`src/rtl/rr_fsm_arbiter_pkg.sv`:
```
// ---------------------------------------------------------------------------
// rr_fsm_pkg
// Definitions shared by rr_fsm_arbiter, its interface and rr_pick:
//   - state_t and the 2-bit controller encoding (IDLE/GRANT/HOLD/RELEASE)
//   - default requester count, watchdog limit and watchdog counter width
//   - clog2w(): index width helper, never returns less than 1 bit
// ---------------------------------------------------------------------------
package rr_fsm_pkg;

   typedef logic [1:0] state_t;

   // Plain constants rather than an enum so the encoding can be compared
   // directly against older logic that decodes the raw 2-bit state.
   localparam state_t ST_IDLE    = 2'b00;
   localparam state_t ST_GRANT   = 2'b01;
   localparam state_t ST_HOLD    = 2'b10;
   localparam state_t ST_RELEASE = 2'b11;

   localparam int N_DEF        = 4;
   localparam int MAX_HOLD_DEF = 16;
   localparam int CW_DEF       = 5;

   // Width of an index into n items; a 1-bit field is kept even for n <= 2.
   function automatic int clog2w(input int n);
      return (n <= 2) ? 1 : $clog2(n);
   endfunction

endpackage

```
`src/rtl/rr_fsm_arbiter_if.sv`:
```
// ---------------------------------------------------------------------------
// rr_fsm_arbiter_if
// Requester-side bus of the round-robin arbiter.
//   req     [N]   request vector, bit i belongs to requester i
//   done          current owner has finished (only looked at in HOLD)
//   gnt     [N]   one-hot grant
//   gnt_id  [IW]  index of the current/last owner
//   start         one-cycle pulse in the first grant cycle
//   busy          high while a grant is active (GRANT and HOLD)
//   timeout       one-cycle pulse when the hold watchdog forces a release
// Modports: master = arbiter side, slave = requester side.
// ---------------------------------------------------------------------------
interface rr_fsm_arbiter_if #(
   parameter int N = rr_fsm_pkg::N_DEF
);
   localparam int IW = rr_fsm_pkg::clog2w(N);

   logic [N-1:0]  req;
   logic          done;
   logic [N-1:0]  gnt;
   logic [IW-1:0] gnt_id;
   logic          start;
   logic          busy;
   logic          timeout;

   modport master (
      input  req, done,
      output gnt, gnt_id, start, busy, timeout
   );

   modport slave (
      output req, done,
      input  gnt, gnt_id, start, busy, timeout
   );

endinterface

```
`src/rtl/rr_fsm_arbiter_pick.sv`:
```
// ---------------------------------------------------------------------------
// rr_pick
// Combinational rotate-priority encoder. Scans req starting at
// last_owner+1 and wrapping modulo N; the first set bit wins.
//   req         [N]   in   request vector
//   last_owner  [IW]  in   index of the previous owner (must be < N)
//   pick_onehot [N]   out  one-hot winner, zero when nothing is requested
//   pick_idx    [IW]  out  index of the winner
//   pick_valid        out  at least one request is set
// ---------------------------------------------------------------------------
module rr_pick
   import rr_fsm_pkg::*;
#(
   parameter int N  = N_DEF,
   parameter int IW = clog2w(N)
) (
   input  logic [N-1:0]  req,
   input  logic [IW-1:0] last_owner,
   output logic [N-1:0]  pick_onehot,
   output logic [IW-1:0] pick_idx,
   output logic          pick_valid
);

   // Candidate gi is the requester (gi+1) positions after the last owner.
   logic [IW-1:0] cand_idx [N];
   logic [N-1:0]  cand_req;

   for (genvar gi = 0; gi < N; gi++) begin : g_cand
      // One extra bit: last_owner + gi + 1 can reach 2N-1 before wrapping.
      logic [IW:0] sum;
      assign sum          = {1'b0, last_owner} + (IW+1)'(gi + 1);
      assign cand_idx[gi] = (sum >= (IW+1)'(N)) ? IW'(sum - (IW+1)'(N))
                                                : sum[IW-1:0];
      assign cand_req[gi] = req[cand_idx[gi]];
   end

   always_comb begin
      pick_onehot = '0;
      pick_idx    = '0;
      pick_valid  = 1'b0;
      // Walk from the farthest candidate down so the nearest one wins.
      for (int k = N - 1; k >= 0; k--) begin
         if (cand_req[k]) begin
            pick_idx   = cand_idx[k];
            pick_valid = 1'b1;
         end
      end
      if (pick_valid) begin
         pick_onehot[pick_idx] = 1'b1;
      end
   end

endmodule

```
`src/rtl/rr_fsm_arbiter.sv`:
```
// ---------------------------------------------------------------------------
// rr_fsm_arbiter
// Round-robin arbiter that hands a single-owner resource to one of N
// requesters at a time. A grant is held until the owner raises done or
// drops its request; then one RELEASE cycle and one IDLE cycle pass before
// the next grant, which goes to the next requester after the last owner.
//
// Ports:
//   clk    in   clock, everything on posedge
//   srst   in   synchronous reset, active high
//   bus    rr_fsm_arbiter_if.master (req, done in; gnt, gnt_id, start,
//          busy, timeout out - all outputs registered)
//
// Parameters: N (2..8 requesters), MAX_HOLD (watchdog limit in HOLD
// cycles), CW (watchdog width, 2^CW > MAX_HOLD).
//
// Build option RR_FSM_ARBITER_TIMEOUT_EN: adds a hold watchdog that forces
// a release after MAX_HOLD HOLD cycles and pulses timeout. Without it
// timeout is tied low and HOLD can last indefinitely.
// ---------------------------------------------------------------------------
module rr_fsm_arbiter
   import rr_fsm_pkg::*;
#(
   parameter int N        = N_DEF,
   parameter int MAX_HOLD = MAX_HOLD_DEF,
   parameter int CW       = CW_DEF
) (
   input logic              clk,
   input logic              srst,
   rr_fsm_arbiter_if.master bus
);

   localparam int IW = clog2w(N);

   // Elaboration-time parameter sanity checks.
   if (N < 2 || N > 8) begin : g_bad_n
      $error("rr_fsm_arbiter: N must be in 2..8");
   end
   if ((1 << CW) <= MAX_HOLD) begin : g_bad_cw
      $error("rr_fsm_arbiter: CW too narrow for MAX_HOLD");
   end

   state_t        state_q,      state_d;
   logic [N-1:0]  gnt_q,        gnt_d;
   logic [IW-1:0] gnt_id_q,     gnt_id_d;
   logic [IW-1:0] last_owner_q, last_owner_d;
   logic          start_q,      start_d;
   logic          busy_q,       busy_d;

   logic [N-1:0]  pick_onehot;
   logic [IW-1:0] pick_idx;
   logic          pick_valid;

   logic          owner_release;
   logic          wd_fire;
   logic          release_c;

   rr_pick #(
      .N  (N),
      .IW (IW)
   ) u_pick (
      .req         (bus.req),
      .last_owner  (last_owner_q),
      .pick_onehot (pick_onehot),
      .pick_idx    (pick_idx),
      .pick_valid  (pick_valid)
   );

   // Owner-initiated release: done, or the owner abandoning its request.
   assign owner_release = bus.done | ~bus.req[gnt_id_q];
   assign release_c     = owner_release | wd_fire;

`ifdef RR_FSM_ARBITER_TIMEOUT_EN
   logic [CW-1:0] wd_q, wd_d;
   logic          timeout_q, timeout_d;

   // Fires in the MAX_HOLD-th HOLD cycle; counter is 0 during GRANT.
   assign wd_fire = (state_q == ST_HOLD) && (wd_q == CW'(MAX_HOLD - 1));

   always_comb begin
      wd_d      = wd_q;
      timeout_d = 1'b0;
      if (state_q == ST_IDLE && pick_valid) begin
         wd_d = '0;
      end else if (state_q == ST_HOLD) begin
         wd_d = wd_q + 1'b1;
      end
      // A simultaneous owner release wins; the pulse only flags a forced one.
      if (wd_fire && !owner_release) begin
         timeout_d = 1'b1;
      end
   end

   always_ff @(posedge clk) begin
      if (srst) begin
         wd_q      <= '0;
         timeout_q <= 1'b0;
      end else begin
         wd_q      <= wd_d;
         timeout_q <= timeout_d;
      end
   end

   assign bus.timeout = timeout_q;
`else
   assign wd_fire     = 1'b0;
   assign bus.timeout = 1'b0;
`endif

   // Outputs are registered, so each transition loads the output values
   // that belong to the state being entered.
   always_comb begin
      state_d      = state_q;
      gnt_d        = gnt_q;
      gnt_id_d     = gnt_id_q;
      last_owner_d = last_owner_q;
      start_d      = 1'b0;
      busy_d       = busy_q;

      case (state_q)
         ST_IDLE: begin
            if (pick_valid) begin
               state_d  = ST_GRANT;
               gnt_d    = pick_onehot;
               gnt_id_d = pick_idx;
               start_d  = 1'b1;
               busy_d   = 1'b1;
            end
         end
         ST_GRANT: begin
            // done is deliberately not looked at here.
            state_d = ST_HOLD;
            busy_d  = 1'b1;
         end
         ST_HOLD: begin
            // Other requesters never pre-empt; only the owner or watchdog.
            if (release_c) begin
               state_d = ST_RELEASE;
               gnt_d   = '0;
               busy_d  = 1'b0;
            end
         end
         ST_RELEASE: begin
            // gnt_id keeps the last owner for observers.
            state_d      = ST_IDLE;
            last_owner_d = gnt_id_q;
            gnt_d        = '0;
            busy_d       = 1'b0;
         end
         default: begin
            state_d = ST_IDLE;
            gnt_d   = '0;
            busy_d  = 1'b0;
         end
      endcase
   end

   always_ff @(posedge clk) begin
      if (srst) begin
         state_q      <= ST_IDLE;
         gnt_q        <= '0;
         gnt_id_q     <= '0;
         // Pointing at N-1 makes requester 0 the first candidate.
         last_owner_q <= IW'(N - 1);
         start_q      <= 1'b0;
         busy_q       <= 1'b0;
      end else begin
         state_q      <= state_d;
         gnt_q        <= gnt_d;
         gnt_id_q     <= gnt_id_d;
         last_owner_q <= last_owner_d;
         start_q      <= start_d;
         busy_q       <= busy_d;
      end
   end

   assign bus.gnt    = gnt_q;
   assign bus.gnt_id = gnt_id_q;
   assign bus.start  = start_q;
   assign bus.busy   = busy_q;

endmodule

```
`src/flat_wrapper.sv`:
```
// flat-port wrapper written by rule: the top's interface ports become plain ports
module rr_fsm_arbiter_flat import rr_fsm_pkg::*;
#(
   parameter int N        = N_DEF,
   parameter int MAX_HOLD = MAX_HOLD_DEF,
   parameter int CW       = CW_DEF
)
  (clk, srst, bus_req, bus_done, bus_gnt, bus_gnt_id, bus_start, bus_busy, bus_timeout);
  rr_fsm_arbiter_if #(.N(N)) bus_i ();
  input logic clk;
  input logic srst;
  input wire logic [$bits(bus_i.req)-1:0] bus_req;
  input wire logic [$bits(bus_i.done)-1:0] bus_done;
  output wire logic [$bits(bus_i.gnt)-1:0] bus_gnt;
  output wire logic [$bits(bus_i.gnt_id)-1:0] bus_gnt_id;
  output wire logic [$bits(bus_i.start)-1:0] bus_start;
  output wire logic [$bits(bus_i.busy)-1:0] bus_busy;
  output wire logic [$bits(bus_i.timeout)-1:0] bus_timeout;
  assign bus_i.req = bus_req;
  assign bus_i.done = bus_done;
  assign bus_gnt = bus_i.gnt;
  assign bus_gnt_id = bus_i.gnt_id;
  assign bus_start = bus_i.start;
  assign bus_busy = bus_i.busy;
  assign bus_timeout = bus_i.timeout;
  rr_fsm_arbiter #(.N(N), .MAX_HOLD(MAX_HOLD), .CW(CW)) u_core (.clk(clk), .srst(srst), .bus(bus_i));
endmodule
```
`config.mk`:
```
export PLATFORM = sky130hd
export DESIGN_NAME = rr_fsm_arbiter_flat
export DESIGN_NICKNAME = d
export VERILOG_FILES = /design/src/rtl/rr_fsm_arbiter_pkg.sv /design/src/rtl/rr_fsm_arbiter_if.sv /design/src/rtl/rr_fsm_arbiter_pick.sv /design/src/rtl/rr_fsm_arbiter.sv /design/src/flat_wrapper.sv
export SDC_FILE = /design/constraint.sdc
export NUM_CORES = 1
export LEC_CHECK = 0
export CORE_MARGIN = 4
export CORE_UTILIZATION = 45
export DETAILED_ROUTE_END_ITERATION = 16
export PLACE_DENSITY = 0.73
export SETUP_SLACK_MARGIN = 0.1
export SLEW_MARGIN = 20
export SYNTH_ARGS = -nofsm -noshare
export SYNTH_HDL_FRONTEND = slang
export SYNTH_SLANG_ARGS = --single-unit
export TNS_END_PERCENT = 20
```
`constraint.sdc`:
```
create_clock -name clk -period 1.78 [get_ports clk]
set_input_delay 0.356 -clock clk [delete_from_list [all_inputs] [get_ports clk]]
set_output_delay 0.356 -clock clk [all_outputs]
set_load 0.02 [all_outputs]
```
# After elaboration in Yosys (flattened, before gate mapping)
# Index checks and enable logic that the tools add are counted.
# W data, S select, Z words.
# op_classes
n_reduce_logical	7
n_mux	34
bitwise_logic	3
n_addsub	8
n_eq_ne	5
n_lt_le_gt_ge	11
# op_table
op	count
$mux W2	10
$lt A2 B3 Y1 const B	6
$mux W1	13
$ge A3 B3 Y1 const B	4
$pmux W4 S3	1
$bmux W1 S2	5
$mux W4	2
$pmux W2 S4	1
$sub A2 B1 Y2 const B	4
$add A2 B2 Y3 const B	2
$eq A2 B2 Y1 const B	2
$ne A2 B1 Y1 const B	2
$pmux W1 S4	1
$reduce_and A2 Y1	2
$add A2 B1 Y3 const B	1
$add A2 B3 Y3 const B	1
$reduce_and A3 Y1	1
$reduce_bool A3 Y1	1
$demux W1 S2	1
$eq A2 B1 Y1 const B	1
$ge A2 B1 Y1 const B	1
$logic_not A2 Y1	1
$not A1 Y1	2
$reduce_or A2 Y1	1
2 further kinds	2
# word_totals
input_bits	7
reg_bits	12
output_inout_bits	9
wordCells	74

# Logic depth before layout (Yosys ltp)
# logic_depth
ltp_word	15
depth_mapped	6
depth_no_buf	6

# Cells and area by module
# From an unflattened synthesis, not the netlist that was laid out.
# hier_totals
hier_cells	96
area_unflattened_um2	825.8
# modules_own_cells
mod	seq_area_each_um2	instances	area_each_um2	cells_each
rr_fsm_arbiter	240.2	1	581.8	62
rr_pick	0.0	1	244.0	34

# Worst setup path after synthesis
# OpenSTA, ideal clock, no wires.
# synth_path
path_type	register to register
from	reg u_core.gnt_id_q[1] (netlist: u_core.bus.gnt_id[1])
to	reg u_core.busy_q (netlist: u_core.bus.busy)
n_path_buf	0
stages_incl_launch_ff	5
arrival_ps	1626
synth_period_minus_slack_ps	1750
required_ps	1655
setup_ps	125
path_slack_ps	30
path_cell_list	dfxtp_1 -> mux4_2 -> a22oi_1 -> mux2i_1 -> nor2_1
# synth_between
elab_chain_cells	6
# synth_rtl
item	line_no	text
start, declared	rr_fsm_arbiter.sv:45	logic [IW-1:0] gnt_id_q, gnt_id_d;
start signal, assigned	rr_fsm_arbiter.sv:170	gnt_id_q <= gnt_id_d;
$bmux W1 S2	rr_fsm_arbiter.sv:70	assign owner_release = bus.done | ~bus.req[gnt_id_q];
$mux W1 (not written as such)	rr_fsm_arbiter.sv:70	
$not A1 Y1	rr_fsm_arbiter.sv:70	
$or A1 B1 Y1	rr_fsm_arbiter.sv:70	
$ne A2 B1 Y1 (no line)	n/a	
$reduce_and A2 Y1 (no line)	n/a	
end signal, assigned	rr_fsm_arbiter.sv:173	busy_q <= busy_d;
end, declared	rr_fsm_arbiter.sv:48	logic busy_q, busy_d;
# No other way between the ends. The select of a mux whose other input is x is not followed.
# A chain may end at the register's enable or synchronous reset.

# Final worst setup path
# layout_path
from	in bus_req[3]
to	reg u_core.gnt_q[2] (netlist: u_core.bus.gnt[2])
# layout_between
elab_chain_cells	12
elab_cells_between_ends	30
cone_classes	2 x order compare; 2 x eq/ne; 22 x mux; 2 x bitwise; 2 x reduce/logical
# layout_rtl
item	line_no	text
start, declared	flat_wrapper.sv:12	input wire logic [$bits(bus_i.req)-1:0] bus_req;
$bmux W1 S2	rr_fsm_arbiter_pick.sv:34	assign cand_req[gi] = req[cand_idx[gi]];
$mux W1 (not written as such)	rr_fsm_arbiter_pick.sv:34	
$mux W2 (4 in a row)	rr_fsm_arbiter_pick.sv:43	if (cand_req[k]) begin
$lt A2 B3 Y1 (not written as such) / $ge A2 B1 Y1 (equally long branches)	rr_fsm_arbiter_pick.sv:49	pick_onehot[pick_idx] = 1'b1;
$logic_and A1 B1 Y1 (not written as such)	rr_fsm_arbiter_pick.sv:49	
$mux W1 (not written as such)	rr_fsm_arbiter_pick.sv:49	
$demux W1 S2	rr_fsm_arbiter_pick.sv:49	
$mux W4	rr_fsm_arbiter.sv:122	if (pick_valid) begin
$pmux W4 S3	rr_fsm_arbiter.sv:120	case (state_q)
end signal, assigned	rr_fsm_arbiter.sv:169	gnt_q <= gnt_d;
end, declared	rr_fsm_arbiter.sv:44	logic [N-1:0] gnt_q, gnt_d;
# Several ways; a longest one is shown, not always the timed one. The select of a mux whose other input is x is not followed.

==> out/results.ini <==
[status]
status = complete, no violations

[clock_network]
cts_buffers = 3
cts.reportedPaths.clkPinSlew_ns = 0.07
cts.path.max_buffers = 2
tritoncts = yes
clkLatencyLatePin_ns = 0.27
root_buffer = clkbuf_4
htree_levels = 1
cts.sinks = 12

[synth]
synth_top_family_by_area = simple AND/OR/NAND/NOR gates
yosys_warnings = 0
synth_compound_area_share_pct = 22.9
synthArstFlopShare_pct = 0
yosys_register_bits = 12
netlist-cell-type-count = 32
synth.area.top_cells = dfxtp_1 (35%), ha_1 (7.3%), nor2_1 (5.5%)
synthTopCellsByCount = dfxtp_1 (12), nor2_1 (10), ha_1 (4), nand3b_1 (4), nor2b_1 (4)
yosysMostFrequentCell = dfxtp_1
synth_flop_cell = dfxtp_1
synth_top_area_cell = dfxtp_1
yosys.area_share.simple_pct = 25.1
syn_area_per_cell_um2 = 9.62
synthAdderAreaFrac_pct = 7.33
muxShareOfSynthArea_pct = 6.23
seq_area_frac_synth_pct = 35.2
synthesis.nets = 82
netlist_instances = 71
synth_top_area_share_pct = 35.2
synth_xor_area_share_pct = 0
synth-edff-count = 0
synth_area_um2 = 683

[floorplanning]
die-area_um2 = 2210
core_region_area_um2 = 1370
die_h_um = 47.0
ios = 16
initial_utilization_pct = 50.0
chipWidth_um = 47.0
core.rowCount = 13

[pwr]
p_leak_nw = 0.442
power_mw = 1.40
vdd_drop_max_uv = 951
p_per_area_nw_per_um2 = 1410

[critical_path]
path_cells = dlygate4sd2_1 > nor2_1 > a311o_1 > or4_4 > o31ai_2
crit_family = compound AO/OA/AOI/OAI gates
ff2ff_setup_slack_ns = 0.05
crit_required_ns = 1.96
crit_buf_inv = 1
crit_arrival_ns = 1.92
critPathSlowestCell = or4_4
rr_worst_depth = 4
crit_fanout = 4
critPathLaunchType = primary input
path_depth = 5
cp-end-kind = register
crit_type = primary input to register
critPathMaxStageDelay_ns = 0.54

[layout]
stdcell_count = 114
stdcell_area_um2 = 991
antennaDiodeCount = 0
n_fill_cell = 119
drive_gt1_share_pct = 31.3
final_nets = 111
syn_to_final_growth_pct = 45.1

[worst_hold_path]
holdPathStages = 2
holdCritPathClass = register to register

[timing]
setup_tns_ns = 0
final_max_slew_viol_count = 0
hold_violations = 0
setup_viol = 0
fin_skew_ns = 0.00848
finalCritPeriodShare_pct = 97.8
rsz0062_at_grt = yes
max_freq_mhz = 574
min_period_ns = 1.74

[placed_design]
gp_congestion = 0.895
dpl_cell_area_um2 = 911
dp_hpwl_um = 1190
port_buffers = 14
place_inst = 108

[global_routing]
grt_pass1_vias = 651
track_usage_pct = 18.2
met2_usage_pct = 29.8
use_met1_pct = 23.1
grt_antenna_before_repair = 0
busiest_layer = met2
grt_overflow = 0
grt_pass1_wl_um = 2810
met3_usage_pct = 4.60
grt_start_max_net_pins = 15

[run]
max-cap-violations = 0

[detailed_routing]
drc = 0
routed_via_density = 5.50
first_pass_iters = 4
drt_iter0_drc = 6
wire_per_inst_um = 14.7
vias = 627
antenna_left = 0
wl_um = 1670

## registers in the layout (all words and copies together), names as in the netlist
name / cells
u_core.bus.busy: 1
u_core.bus.gnt_id: 2
u_core.bus.gnt: 4
u_core.state_q: 2
u_core.bus.start: 1
u_core.last_owner_q: 2
## where the power goes
group	total (mW)	leakage, nW	internal [mW]	switching [mW]
clock network	0.219	0.0210	0.124	0.0952
registers	0.415	0.0990	0.354	0.0607
logic	0.766	0.322	0.387	0.378
total	1.40	0.442	0.866	0.534
## per-layer routing
layer  wire [um]  part of all wire (%)
met2         771                    46
met3          96                   5.7
met5           0                     0
met1         779                    47
met4          26                   1.6
## path summary, 6_finish.rpt
path                               start                 to
setup / recovery              bus_req[3]  u_core.bus.gnt[2]
hold / removal         u_core.bus.gnt[1]  u_core.bus.gnt[1]
setup reg to reg  u_core.last_owner_q[0]  u_core.bus.gnt[2]
hold reg to reg        u_core.bus.gnt[1]  u_core.bus.gnt[1]
## placed cells by master (no fill, tap or decap), types with 3 or more instances in the layout
cell / Yosys / routed
buf_4: 1 / 11
nor2_1: 10 / 10
clkdlybuf4s50_1: 0 / 9
dfxtp_1: 12 / 9
nor2b_1: 4 / 4
nand3b_1: 4 / 4
ha_1: 4 / 4
or2b_1: 3 / 3
clkbuf_4: 0 / 3
dfxtp_2: 0 / 3
## timing repair
item | 4_1_cts | 5_1_grt
hold buffers | 0 | 0
gates resized for setup | 6 | 11
pin swaps | 2 | 5
setup buffers | 2 | 0
endpoints found under the hold margin | 0 | 0
endpoints found under the setup margin | 9 | 8
## worst register-to-register path: cells and delay by family, from the launching register on
kind / cells / cell delay [ns]
AO/OA/AOI/OAI: 2 / 0.63
flip-flops: 1 / 0.33
AND/OR/NAND/NOR: 2 / 0.68
## area by class of cell
type	count	area [um2]	share of cell area [%]
Timing Repair Buffer	26	224	22.6
Tap cell	15	18.8	1.89
Clock buffer	4	36.3	3.66
Inverter	2	7.51	0.758
Multi-Input combinational cell	55	460	46.5
Sequential cell	12	244	24.6
## cells by family after synthesis
kind of cell,after synthesis
buffers and inverters,4
muxes,3
and+or+nand+nor,30
AOI/OAI and AO/OA,17
DFF,12
adders and majority gates,4
other,1
## through the flow
step,hold WS [ns],utilization (%),setup slack (ns)
2_1_floorplan,0.455,-,0.0401
3_3_place_gp,0.473,66.7,-0.343
3_5_place_dp,0.478,66.7,-0.347
4_1_cts,0.507,71.2,0.0308
5_1_grt,0.534,72.5,0.0205
6_report,0.507,72.5,0.0389
No activity file was read; power rests on OpenSTA's default activity.
